<file path="src/rtl/tinyriscv_pkg.sv">
// Shared types and constants for the tinyriscv front end.
package tinyriscv_pkg;

    typedef enum logic [1:0] {
        BOOT   = 2'd0,
        RUN    = 2'd1,
        HALTED = 2'd2
    } pc_state_e;

    localparam int PcIncr32 = 4;
    localparam int PcIncr16 = 2;

endpackage

</file>
<file path="src/rtl/pc_gen_if.sv">
// Fetch request interface between the PC generator (master) and the fetch unit (slave).
interface pc_gen_if #(
    parameter int AddrWidth = 32
);

    logic                 fetch_valid_o;
    logic                 fetch_ready_i;
    logic [AddrWidth-1:0] pc_o;
    logic [AddrWidth-1:0] pc_next_o;
    logic                 compressed_i;

    modport master (
        output fetch_valid_o,
        output pc_o,
        output pc_next_o,
        input  fetch_ready_i,
        input  compressed_i
    );

    modport slave (
        input  fetch_valid_o,
        input  pc_o,
        input  pc_next_o,
        output fetch_ready_i,
        output compressed_i
    );

endinterface

</file>
<file path="src/rtl/pc_redirect_arb.sv">
// Fixed-priority redirect selector: source 0 wins over all others.
module pc_redirect_arb #(
    parameter int AddrWidth   = 32,
    parameter int NumRedirect = 3,
    parameter bit CExt        = 1'b1
) (
    input  logic [NumRedirect-1:0]           redirect_valid,
    input  logic [NumRedirect*AddrWidth-1:0] redirect_addr,
    output logic                             sel_valid,
    output logic [AddrWidth-1:0]             sel_addr,
    output logic                             sel_misaligned
);

    // Walk from the lowest-priority source upward so the lowest valid index is the last writer.
    always_comb begin
        sel_valid = 1'b0;
        sel_addr  = '0;
        for (int k = NumRedirect - 1; k >= 0; k--) begin
            if (redirect_valid[k]) begin
                sel_valid = 1'b1;
                sel_addr  = redirect_addr[k*AddrWidth +: AddrWidth];
            end
        end
    end

    // Byte-odd targets are never legal; halfword targets are legal only with compressed support.
    assign sel_misaligned = sel_valid && (sel_addr[0] || (!CExt && sel_addr[1]));

endmodule

</file>
<file path="src/rtl/pc_gen.sv">
// Fetch PC generator: boot delay, prioritised redirects, 2/4-byte advance and debug halt.
module pc_gen
    import tinyriscv_pkg::*;
#(
    parameter int                 AddrWidth   = 32,
    parameter logic [AddrWidth-1:0] ResetAddr = '0,
    parameter int                 NumRedirect = 3,
    parameter bit                 CExt        = 1'b1,
    parameter int                 BootDelay   = 2
) (
    input  logic                             clk_i,
    input  logic                             rst_i,
    input  logic                             jtag_reset_i,
    input  logic [NumRedirect-1:0]           redirect_valid_i,
    input  logic [NumRedirect*AddrWidth-1:0] redirect_addr_i,
    input  logic                             hold_i,
    input  logic                             halt_req_i,
    input  logic                             resume_req_i,
    pc_gen_if.master                         fetch,
    output logic                             halted_o,
    output logic                             misaligned_o,
    output logic [AddrWidth-1:0]             misaligned_addr_o
);

    localparam logic [3:0] BootCntLast = 4'(BootDelay - 1);

    pc_state_e            state;
    logic [AddrWidth-1:0] pc_q;
    logic [AddrWidth-1:0] pc_incr;
    logic [AddrWidth-1:0] pc_next;
    logic [3:0]           boot_cnt;
    logic                 halt_pending;
    logic                 fetch_valid_q;

    logic                 sel_valid;
    logic [AddrWidth-1:0] sel_addr;
    logic                 sel_misaligned;
    logic                 redirect_ok;
    logic                 advance;

    pc_redirect_arb #(
        .AddrWidth   (AddrWidth),
        .NumRedirect (NumRedirect),
        .CExt        (CExt)
    ) u_arb (
        .redirect_valid (redirect_valid_i),
        .redirect_addr  (redirect_addr_i),
        .sel_valid      (sel_valid),
        .sel_addr       (sel_addr),
        .sel_misaligned (sel_misaligned)
    );

    assign pc_incr     = (CExt && fetch.compressed_i) ? AddrWidth'(PcIncr16) : AddrWidth'(PcIncr32);
    assign pc_next     = pc_q + pc_incr;
    assign redirect_ok = sel_valid && !sel_misaligned;
    assign advance     = fetch_valid_q && fetch.fetch_ready_i && !hold_i;

    assign fetch.pc_o          = pc_q;
    assign fetch.pc_next_o     = pc_next;
    assign fetch.fetch_valid_o = fetch_valid_q;

    // PC register, misalignment reporting and the BOOT/RUN/HALTED state machine.
    always_ff @(posedge clk_i) begin
        if (rst_i || jtag_reset_i) begin
            state             <= BOOT;
            pc_q              <= ResetAddr;
            boot_cnt          <= '0;
            halt_pending      <= 1'b0;
            fetch_valid_q     <= 1'b0;
            halted_o          <= 1'b0;
            misaligned_o      <= 1'b0;
            misaligned_addr_o <= '0;
        end else begin
            misaligned_o <= sel_valid && sel_misaligned;
            if (sel_valid && sel_misaligned) begin
                misaligned_addr_o <= sel_addr;
            end

            if (redirect_ok) begin
                pc_q <= sel_addr;
            end else if (advance) begin
                pc_q <= pc_next;
            end

            case (state)
                BOOT: begin
                    if (boot_cnt == BootCntLast) begin
                        halt_pending <= 1'b0;
                        if (halt_pending || halt_req_i) begin
                            state    <= HALTED;
                            halted_o <= 1'b1;
                        end else begin
                            state         <= RUN;
                            fetch_valid_q <= 1'b1;
                        end
                    end else begin
                        boot_cnt <= boot_cnt + 4'd1;
                        if (halt_req_i) begin
                            halt_pending <= 1'b1;
                        end
                    end
                end
                RUN: begin
                    if (halt_req_i) begin
                        state         <= HALTED;
                        fetch_valid_q <= 1'b0;
                        halted_o      <= 1'b1;
                    end
                end
                HALTED: begin
                    if (resume_req_i && !halt_req_i) begin
                        state         <= RUN;
                        fetch_valid_q <= 1'b1;
                        halted_o      <= 1'b0;
                    end
                end
                default: begin
                    state         <= BOOT;
                    boot_cnt      <= '0;
                    fetch_valid_q <= 1'b0;
                    halted_o      <= 1'b0;
                end
            endcase
        end
    end

endmodule

</file>
<file path="src/flat_wrapper.sv">
// flat-port wrapper written by rule: the top's interface ports become plain ports
module pc_gen_flat import tinyriscv_pkg::*;
#(
    parameter int                 AddrWidth   = 32,
    parameter logic [AddrWidth-1:0] ResetAddr = '0,
    parameter int                 NumRedirect = 3,
    parameter bit                 CExt        = 1'b1,
    parameter int                 BootDelay   = 2
)
  (clk_i, rst_i, jtag_reset_i, redirect_valid_i, redirect_addr_i, hold_i, halt_req_i, resume_req_i, halted_o, misaligned_o, misaligned_addr_o, fetch_fetch_valid_o, fetch_pc_o, fetch_pc_next_o, fetch_fetch_ready_i, fetch_compressed_i);
  pc_gen_if #(.AddrWidth(AddrWidth)) fetch_i ();
  input  logic clk_i;
  input  logic rst_i;
  input  logic jtag_reset_i;
  input  logic [NumRedirect-1:0] redirect_valid_i;
  input  logic [NumRedirect*AddrWidth-1:0] redirect_addr_i;
  input  logic hold_i;
  input  logic halt_req_i;
  input  logic resume_req_i;
  output logic halted_o;
  output logic misaligned_o;
  output logic [AddrWidth-1:0] misaligned_addr_o;
  output wire logic [$bits(fetch_i.fetch_valid_o)-1:0] fetch_fetch_valid_o;
  output wire logic [$bits(fetch_i.pc_o)-1:0] fetch_pc_o;
  output wire logic [$bits(fetch_i.pc_next_o)-1:0] fetch_pc_next_o;
  input wire logic [$bits(fetch_i.fetch_ready_i)-1:0] fetch_fetch_ready_i;
  input wire logic [$bits(fetch_i.compressed_i)-1:0] fetch_compressed_i;
  assign fetch_fetch_valid_o = fetch_i.fetch_valid_o;
  assign fetch_pc_o = fetch_i.pc_o;
  assign fetch_pc_next_o = fetch_i.pc_next_o;
  assign fetch_i.fetch_ready_i = fetch_fetch_ready_i;
  assign fetch_i.compressed_i = fetch_compressed_i;
  pc_gen #(.AddrWidth(AddrWidth), .ResetAddr(ResetAddr), .NumRedirect(NumRedirect), .CExt(CExt), .BootDelay(BootDelay)) u_core (.clk_i(clk_i), .rst_i(rst_i), .jtag_reset_i(jtag_reset_i), .redirect_valid_i(redirect_valid_i), .redirect_addr_i(redirect_addr_i), .hold_i(hold_i), .halt_req_i(halt_req_i), .resume_req_i(resume_req_i), .fetch(fetch_i), .halted_o(halted_o), .misaligned_o(misaligned_o), .misaligned_addr_o(misaligned_addr_o));
endmodule
</file>
<file path="config.mk">
export PLATFORM = sky130hd
export DESIGN_NAME = pc_gen_flat
export DESIGN_NICKNAME = d
export VERILOG_FILES = /design/src/rtl/tinyriscv_pkg.sv /design/src/rtl/pc_gen_if.sv /design/src/rtl/pc_redirect_arb.sv /design/src/rtl/pc_gen.sv /design/src/flat_wrapper.sv
export SDC_FILE = /design/constraint.sdc
export NUM_CORES = 1
export LEC_CHECK = 0
export BUFFER_PORTS_ARGS = -buffer_cell sky130_fd_sc_hd__buf_2
export CAP_MARGIN = 20
export CELL_PAD_IN_SITES_DETAIL_PLACEMENT = 0
export CELL_PAD_IN_SITES_GLOBAL_PLACEMENT = 2
export CORE_ASPECT_RATIO = 1.25
export CORE_MARGIN = 8
export CORE_UTILIZATION = 22
export CTS_CLUSTER_DIAMETER = 40
export DETAILED_ROUTE_END_ITERATION = 8
export PLACE_DENSITY = 0.76
export RECOVER_POWER = 50
export SLEW_MARGIN = 20
export SYNTH_ARGS = -nofsm -noshare
export SYNTH_HDL_FRONTEND = slang
export SYNTH_SLANG_ARGS = --single-unit
</file>
<file path="constraint.sdc">
create_clock -name clk_i -period 2.1 [get_ports clk_i]
set_input_delay 0.315 -clock clk_i [delete_from_list [all_inputs] [get_ports clk_i]]
set_output_delay 0.315 -clock clk_i [all_outputs]
set_load 0.02 [all_outputs]
</file>
==> results.sh, run 1 <==
export IMPL_crit_slowest_cell="dfxtp_4"
export IMPL_globalplace_congestion=0.808
export IMPL_crit_path_start_kind="flip-flop"
export IMPL_yosysUniqueCellTypes=46
export IMPL_synth_edf_count=0
export IMPL_synth_top_area_share_pct=33.0
export IMPL_holdCritPathClass="in2reg"
export IMPL_num_rows=58
export IMPL_dp_hpwl_um=15600
export IMPL_switchingPower_mw=1.24
export IMPL_power_share_clock_pct=39.5
export IMPL_max_freq_ghz=0.422
export IMPL_cts_clk_slew_worst_paths_ns=0.06
export IMPL_arrival_ns=2.05
export IMPL_reg2reg_to="u_core.fetch.pc_o[27]$_SDFFE_PP0P_"
export IMPL_port_buffers=205
export IMPL_powerDensity_nw_per_um2=576
export IMPL_drive_gt1_share_pct=36.8
export IMPL_tightest_slew_ns=0.957
export IMPL_yosys_area_top_type="dfxtp_1"
export IMPL_maxCapViolations=0
export IMPL_die_w_um=144
export IMPL_ys_ff_latch=74
export IMPL_remaining_drc_errors=0
export IMPL_crit_chain="ha_4 -> a21oi_4 -> buf_6 -> nor4_4 -> buf_4 -> buf_4 -> buf_6 -> xor2_1 -> buf_4"
export IMPL_clock_path_buffers=2
export IMPL_ys_flop_type="dfxtp_1"
export IMPL_num_nets_final=973
export IMPL_synth_most_common_cell="nand2_1"
export IMPL_area_delta_synth_final_pct=60.3
export IMPL_hold_violations=0
export IMPL_violations="setup timing"
export IMPL_cts_sinks=74
export IMPL_slew_viol_final=0
export IMPL_insertion_delay_ns=0.33
export IMPL_die_y_um=176
export IMPL_routedWlPerCell_um=17.3
export IMPL_grt_pass1_wl_um=29900
export IMPL_hold_ws_ns=0.345
export IMPL_cts_tree="built"
export IMPL_grt_pass1_vias=5242
export IMPL_cts_buffers=9
export IMPL_endpoint_kind="primary output"
export IMPL_syn_inst=608
export IMPL_fin_crit_ns=2.37
export IMPL_power_mw=4.14
export IMPL_cp_common_cell="buf_4"
export IMPL_switching_share_pct=30.0
export IMPL_worstRegToRegCells=11
export IMPL_rrSetupSlack_ns=-0.20
export IMPL_syn_avg_cell_area_um2=7.38
export IMPL_hp_start="halt_req_i"
export IMPL_dieArea_um2=25300
export IMPL_power_share_combinational_pct=23.9
export IMPL_ctsHoldBuffers=0
export IMPL_reg2reg_from="u_core.fetch.pc_o[1]$_SDFFE_PP0P_"
export IMPL_initial_core_util_pct=22.3
export IMPL_dr_first_iter_drc_count=224
export IMPL_ys_seq_area_share_pct=33.0
export IMPL_rsz0062_at_grt="true"
export IMPL_min_period_over_period_pct=113
export IMPL_first_pass_iters=5
export IMPL_synthTopCellsByCount="nand2_1 (114), dfxtp_1 (74), a21oi_1 (66)"
export IMPL_dp_slack_ns=-0.198
export IMPL_skew_ns=0.00700
export IMPL_grt_max_degree=64
export IMPL_gr_total_overflow=0
export IMPL_worstPathRequired_ns=1.78
export IMPL_vias=5127
export IMPL_setup_tns_ns=-5.13
export IMPL_ant_nets=0
export IMPL_grtUsageTotal_pct=15.4
export IMPL_antennaDiodeCount=0
export IMPL_path_max_fanout=5
export IMPL_core_um2=20100
export IMPL_synthArstFlopShare_pct=0
export IMPL_slowest_delay_ns=0.36
export IMPL_h_tree_depth=3
export IMPL_slew_limit_headroom_pct=36.2
export IMPL_max_vdd_ir_drop_mv=0.378
export IMPL_ys_warn_count=0
export IMPL_cellInternalPower_mw=2.90
export IMPL_outcome="finished, violations left"
export IMPL_crit_type="reg2out"
export IMPL_ioPinCount=206
export IMPL_setup_ws_ns=-0.269
export IMPL_synth_area_um2=4490
export IMPL_viasPerCell=4.53
export IMPL_wirelength_um=19600
export IMPL_antenna_found_initial=0
export IMPL_setup_violations_final=32
export IMPL_synth_nets=723
export IMPL_min_path_cells=3
export IMPL_seqPwrFrac_pct=36.6
export IMPL_synth_area_leaders="dfxtp_1 (33%), nand2_1 (9.5%), a21oi_1 (7.4%)"
export IMPL_leakage_nw=3.04
export IMPL_hold_path_end="u_core.halt_pending$_SDFFE_PP0P_"
export IMPL_ctsRootBufferMaster="clkbuf_16"
## worst max-delay path: cells and delay by family (launching register included)
family,cells,cell delay [ns]
flip-flops,1,0.36
AND/OR/NAND/NOR,1,0.17
AO/OA/AOI/OAI,1,0.07
buffers and inverters,5,0.68
XOR/XNOR,1,0.15
adder cells (fa/ha/maj),1,0.29
## stage by stage
stage	utilization [%]	cell area [um^2]	std cells
after global routing	35.8	7200	1133
final	35.8	7200	1133
after floorplan	-	4660	608
after detailed placement	31.7	6370	1100
after global placement	31.7	6370	1100
after CTS	35.3	7090	1128
## cell usage in the layout (no fill, tap or decap), types with 3 or more instances in the layout
| cell | instances |
|---|---|
| nand4_1 | 20 |
| xnor2_2 | 15 |
| nor4_4 | 6 |
| and2_1 | 3 |
| nand3_1 | 9 |
| buf_2 | 116 |
| nor2b_1 | 3 |
| buf_4 | 83 |
| o21ai_0 | 58 |
| clkbuf_1 | 66 |
| xor2_1 | 18 |
| and3_1 | 5 |
| inv_1 | 8 |
| ha_1 | 5 |
| xnor2_1 | 15 |
| dfxtp_1 | 65 |
| buf_12 | 4 |
| buf_6 | 19 |
| dfxtp_2 | 7 |
| clkbuf_16 | 9 |
| nand2b_1 | 3 |
| a211oi_1 | 6 |
| nand3_4 | 4 |
| nand2_1 | 111 |
| xor2_2 | 9 |
| nor3_1 | 7 |
| nor2_2 | 3 |
| and4_1 | 4 |
| nor2_4 | 10 |
| a21oi_1 | 65 |
| a22oi_1 | 31 |
| nor2_1 | 28 |
## what timing repair did
item | in CTS | in global routing
hold endpoints to repair | 0 | 0
setup endpoints to repair | 26 | 36
pin swaps | 24 | 25
buffers inserted | 12 | 9
gates resized for setup | 77 | 34
cloned | 1 | 0
## worst max-delay path by stage
stage / start / to / cells after the start
global placement: fetch_compressed_i / fetch_pc_next_o[24] / 9
finish: u_core.fetch.pc_o[2]$_SDFFE_PP0P_ / fetch_pc_next_o[14] / 9
detailed placement: fetch_compressed_i / fetch_pc_next_o[24] / 9
floorplan: u_core.fetch.pc_o[3]$_SDFFE_PP0P_ / fetch_pc_next_o[24] / 6
global route: u_core.fetch.pc_o[2]$_SDFFE_PP0P_ / fetch_pc_next_o[30] / 8
CTS: u_core.fetch.pc_o[1]$_SDFFE_PP0P_ / fetch_pc_next_o[31] / 8
## per-layer routing
| metal | GRT usage (%) | share of wire (%) | vias up |
|---|---|---|---|
| met5 | 0 | 0 | - |
| met1 | 18.8 | 43 | 2359 |
| met4 | 4.79 | 1.3 | 0 |
| li1 | - | - | 2619 |
| met2 | 26.0 | 50 | 133 |
| met3 | 3.61 | 5.4 | 16 |
## logic make-up after synthesis
group	Yosys count	share of synthesized area, %
AOI/OAI and AO/OA	173	22.4
xor gates and xnor gates	57	11.1
DFF	74	33.0
and+or+nand+nor	236	25.5
muxes	2	0.446
adders and majority gates	8	2.40
buffers and inverters	58	5.13
## power by group through the flow
stage	combinational, mW	clock, mW	sequential [mW]
2_1_floorplan	0.458	0	1.62
3_3_place_gp	0.967	0	1.55
3_5_place_dp	0.968	0	1.55
4_1_cts	1.01	1.69	1.52
5_1_grt	1.09	1.75	1.52
6_report	0.989	1.64	1.52
## state kept, by name, summed over array words and instances, names as in the netlist
signal / cells
u_core.boot_cnt: 4
u_core.fetch.fetch_valid_o: 1
u_core.fetch.pc_o: 32
u_core.halt_pending: 1
u_core.halted_o: 1
u_core.misaligned_addr_o: 32
u_core.misaligned_o: 1
u_core.state: 2
## area by class of cell
cell class                 count  area (um^2)
tap                          270          338
fill                        2178        12900
multi-input combinational    476         3260
clock inverter                 7         93.8
clock buffer                   9          225
timing repair buffer         289         1750
inverter                       8         30.0
sequential                    74         1500
Power figures use the tool's default switching activity.
==> run 2, diff against run 1 <==
Settings changed: CORE_MARGIN 8 to unset, HOLD_SLACK_MARGIN set to 0.12, TNS_END_PERCENT set to 30.
==> run 2 against run 1 <==
The run still ends with setup timing left. Routed wire length decreased by 7.6%. First-iteration DRC count is 6.3% lower. Sequential share of layout area up 0.71 points. Cell area decreased by 3.0%. Combinational power shrank 0.9%. Via count is 0.27% higher. Highest routed layer unchanged. Sequential power is essentially flat. Total power up 1.3%. Register-to-register slack improved by 0.02 ns. Worst setup slack better by 0.061 ns.
==> results.sh, run 2 (synthesis results as in run 1) <==
export IMPL_core_um2=20000
export IMPL_cp_common_cell="buf_4"
export IMPL_cts_clk_slew_worst_paths_ns=0.06
export IMPL_die_y_um=162
export IMPL_final_common_cell="buf_2"
export IMPL_use_met3_pct=2.54
export IMPL_first_pass_iters=4
export IMPL_layout_common_cells="buf_2 (121), nand2_1 (114), buf_4 (90)"
export IMPL_slowest_delay_ns=0.36
export IMPL_worstRegToRegCells=12
export IMPL_grt_pass1_vias=4997
export IMPL_ant_nets=0
export IMPL_slew_viol_final=0
export IMPL_ioPinCount=206
export IMPL_hold_violations=0
export IMPL_cts_tree="built"
export IMPL_hp_start="halt_req_i"
export IMPL_ctsHoldBuffers=0
export IMPL_grtUsageTotal_pct=17.5
export IMPL_reg2reg_to="u_core.fetch.pc_o[30]$_SDFFE_PP0P_"
export IMPL_wirelength_um=18200
export IMPL_setup_violations_final=24
export IMPL_h_tree_depth=3
export IMPL_drive_gt1_share_pct=34.8
export IMPL_final_cell_area_um2=6980
export IMPL_met2_usage_pct=29.0
export IMPL_cts_buffers=9
export IMPL_tightest_slew_ns=1.05
export IMPL_insertion_delay_ns=0.33
export IMPL_slew_limit_headroom_pct=29.7
export IMPL_crit_type="reg2out"
export IMPL_crit_cells=8
export IMPL_crit_path_start_kind="flip-flop"
export IMPL_antennaDiodeCount=0
export IMPL_critPathBufInv=3
export IMPL_num_rows=58
export IMPL_grt_pass1_wl_um=27900
export IMPL_holdCritPathClass="in2reg"
export IMPL_outcome="finished, violations left"
export IMPL_ctsRootBufferMaster="clkbuf_16"
export IMPL_skew_ns=0.00443
export IMPL_min_path_cells=3
export IMPL_crit_chain="ha_4 -> fa_2 -> and4_4 -> buf_6 -> nand3_2 -> buf_4 -> xnor2_1 -> buf_4"
export IMPL_maxCapViolations=0
export IMPL_crit_slowest_cell="fa_2"
export IMPL_max_vdd_ir_drop_mv=0.304
export IMPL_remaining_drc_errors=0
export IMPL_violations="setup timing"
export IMPL_die_w_um=130
export IMPL_leakage_nw=2.95
export IMPL_routedWlPerCell_um=16.0
export IMPL_nFillCells=2242
export IMPL_powerDensity_nw_per_um2=601
export IMPL_globalplace_congestion=0.835
export IMPL_rsz0062_at_grt="true"
export IMPL_viasPerCell=4.53
export IMPL_area_delta_synth_final_pct=55.6
export IMPL_path_max_fanout=5
export IMPL_dieArea_um2=21000
export IMPL_rrSetupSlack_ns=-0.18
export IMPL_dp_hpwl_um=14200
export IMPL_grt_max_degree=64
export IMPL_reg2reg_from="u_core.fetch.pc_o[11]$_SDFFE_PP0P_"
export IMPL_num_nets_final=974
export IMPL_antenna_found_initial=0
export IMPL_worstPathRequired_ns=1.78
export IMPL_grtUsageMet1_pct=23.0
export IMPL_clock_path_buffers=2
export IMPL_cts_sinks=74
export IMPL_dr_first_iter_drc_count=210
export IMPL_initial_core_util_pct=22.4
export IMPL_hold_path_end="u_core.halt_pending$_SDFFE_PP0P_"
export IMPL_gr_total_overflow=0
export IMPL_crit_family="adder cells"
export IMPL_power_mw=4.20
export IMPL_min_period_over_period_pct=110
export IMPL_port_buffers=205
export IMPL_busiest_layer="met2"
export IMPL_fin_crit_ns=2.31
export IMPL_max_freq_ghz=0.433
export IMPL_dp_slack_ns=-0.168
export IMPL_endpoint_kind="primary output"
export IMPL_place_area_um2=6370
export IMPL_setup_ws_ns=-0.208
export IMPL_vias=5141
export IMPL_arrival_ns=1.99
==> run 2: report_power, final <==
group	internal [mW]	switching, mW	leakage, nW	total, mW
logic	0.394	0.586	2.18	0.980
clock network	1.11	0.593	0.163	1.70
registers	1.47	0.0490	0.608	1.52
==> run 2: cell type report <==
class	count	area (um^2)	area share (%)
multi-input cells	476	3080	44.1
clock buffers	12	256	3.67
flip-flops and latches	74	1500	21.5
inverters	8	30.0	0.430
repair buffers	290	1700	24.4
clock inverters	4	73.8	1.06
well taps	270	338	4.84
==> run 2: worst max-delay path by stage <==
stage,from,end
detailed placement,fetch_compressed_i,fetch_pc_next_o[24]
floorplan,u_core.fetch.pc_o[2]$_SDFFE_PP0P_,fetch_pc_next_o[18]
global route,u_core.fetch.pc_o[1]$_SDFFE_PP0P_,fetch_pc_next_o[31]
finish,u_core.fetch.pc_o[1]$_SDFFE_PP0P_,fetch_pc_next_o[13]
global placement,fetch_compressed_i,fetch_pc_next_o[24]
CTS,u_core.fetch.pc_o[1]$_SDFFE_PP0P_,fetch_pc_next_o[31]
==> run 2: worst reg2reg max path: stages, from the launching register on <==
cell	delay (ns)
dfxtp_2	0.34
buf_6	0.09
nand4_1	0.14
nor4_4	0.36
buf_4	0.20
nand4_1	0.13
buf_4	0.17
buf_4	0.12
buf_4	0.12
buf_4	0.12
buf_4	0.13
mux2i_1	0.14
o22ai_1	0.08
==> run 2: timing repair <==
action,4_1_cts,5_1_grt
pin swaps,23,12
resized for setup,40,28
gates cloned,1,0
setup endpoints to repair,27,34
setup buffers,15,2
==> run 2: per-layer routing <==
metal / part of all wire [%] / routed length, um
met5: 0 / 0
met2: 48 / 8750
met3: 4.4 / 796
met4: 1.7 / 314
met1: 46 / 8290
==> run 2: through the flow <==
step / utilization (%) / setup TNS, ns / hold WS (ns) / instances
2_1_floorplan: - / -0.563 / 0.471 / 608
3_3_place_gp: 31.8 / -1.40 / 0.440 / 1100
3_5_place_dp: 31.8 / -2.44 / 0.444 / 1100
4_1_cts: 34.8 / -4.88 / 0.321 / 1132
5_1_grt: 34.9 / -7.92 / 0.339 / 1134
6_report: 34.9 / -3.46 / 0.340 / 1134
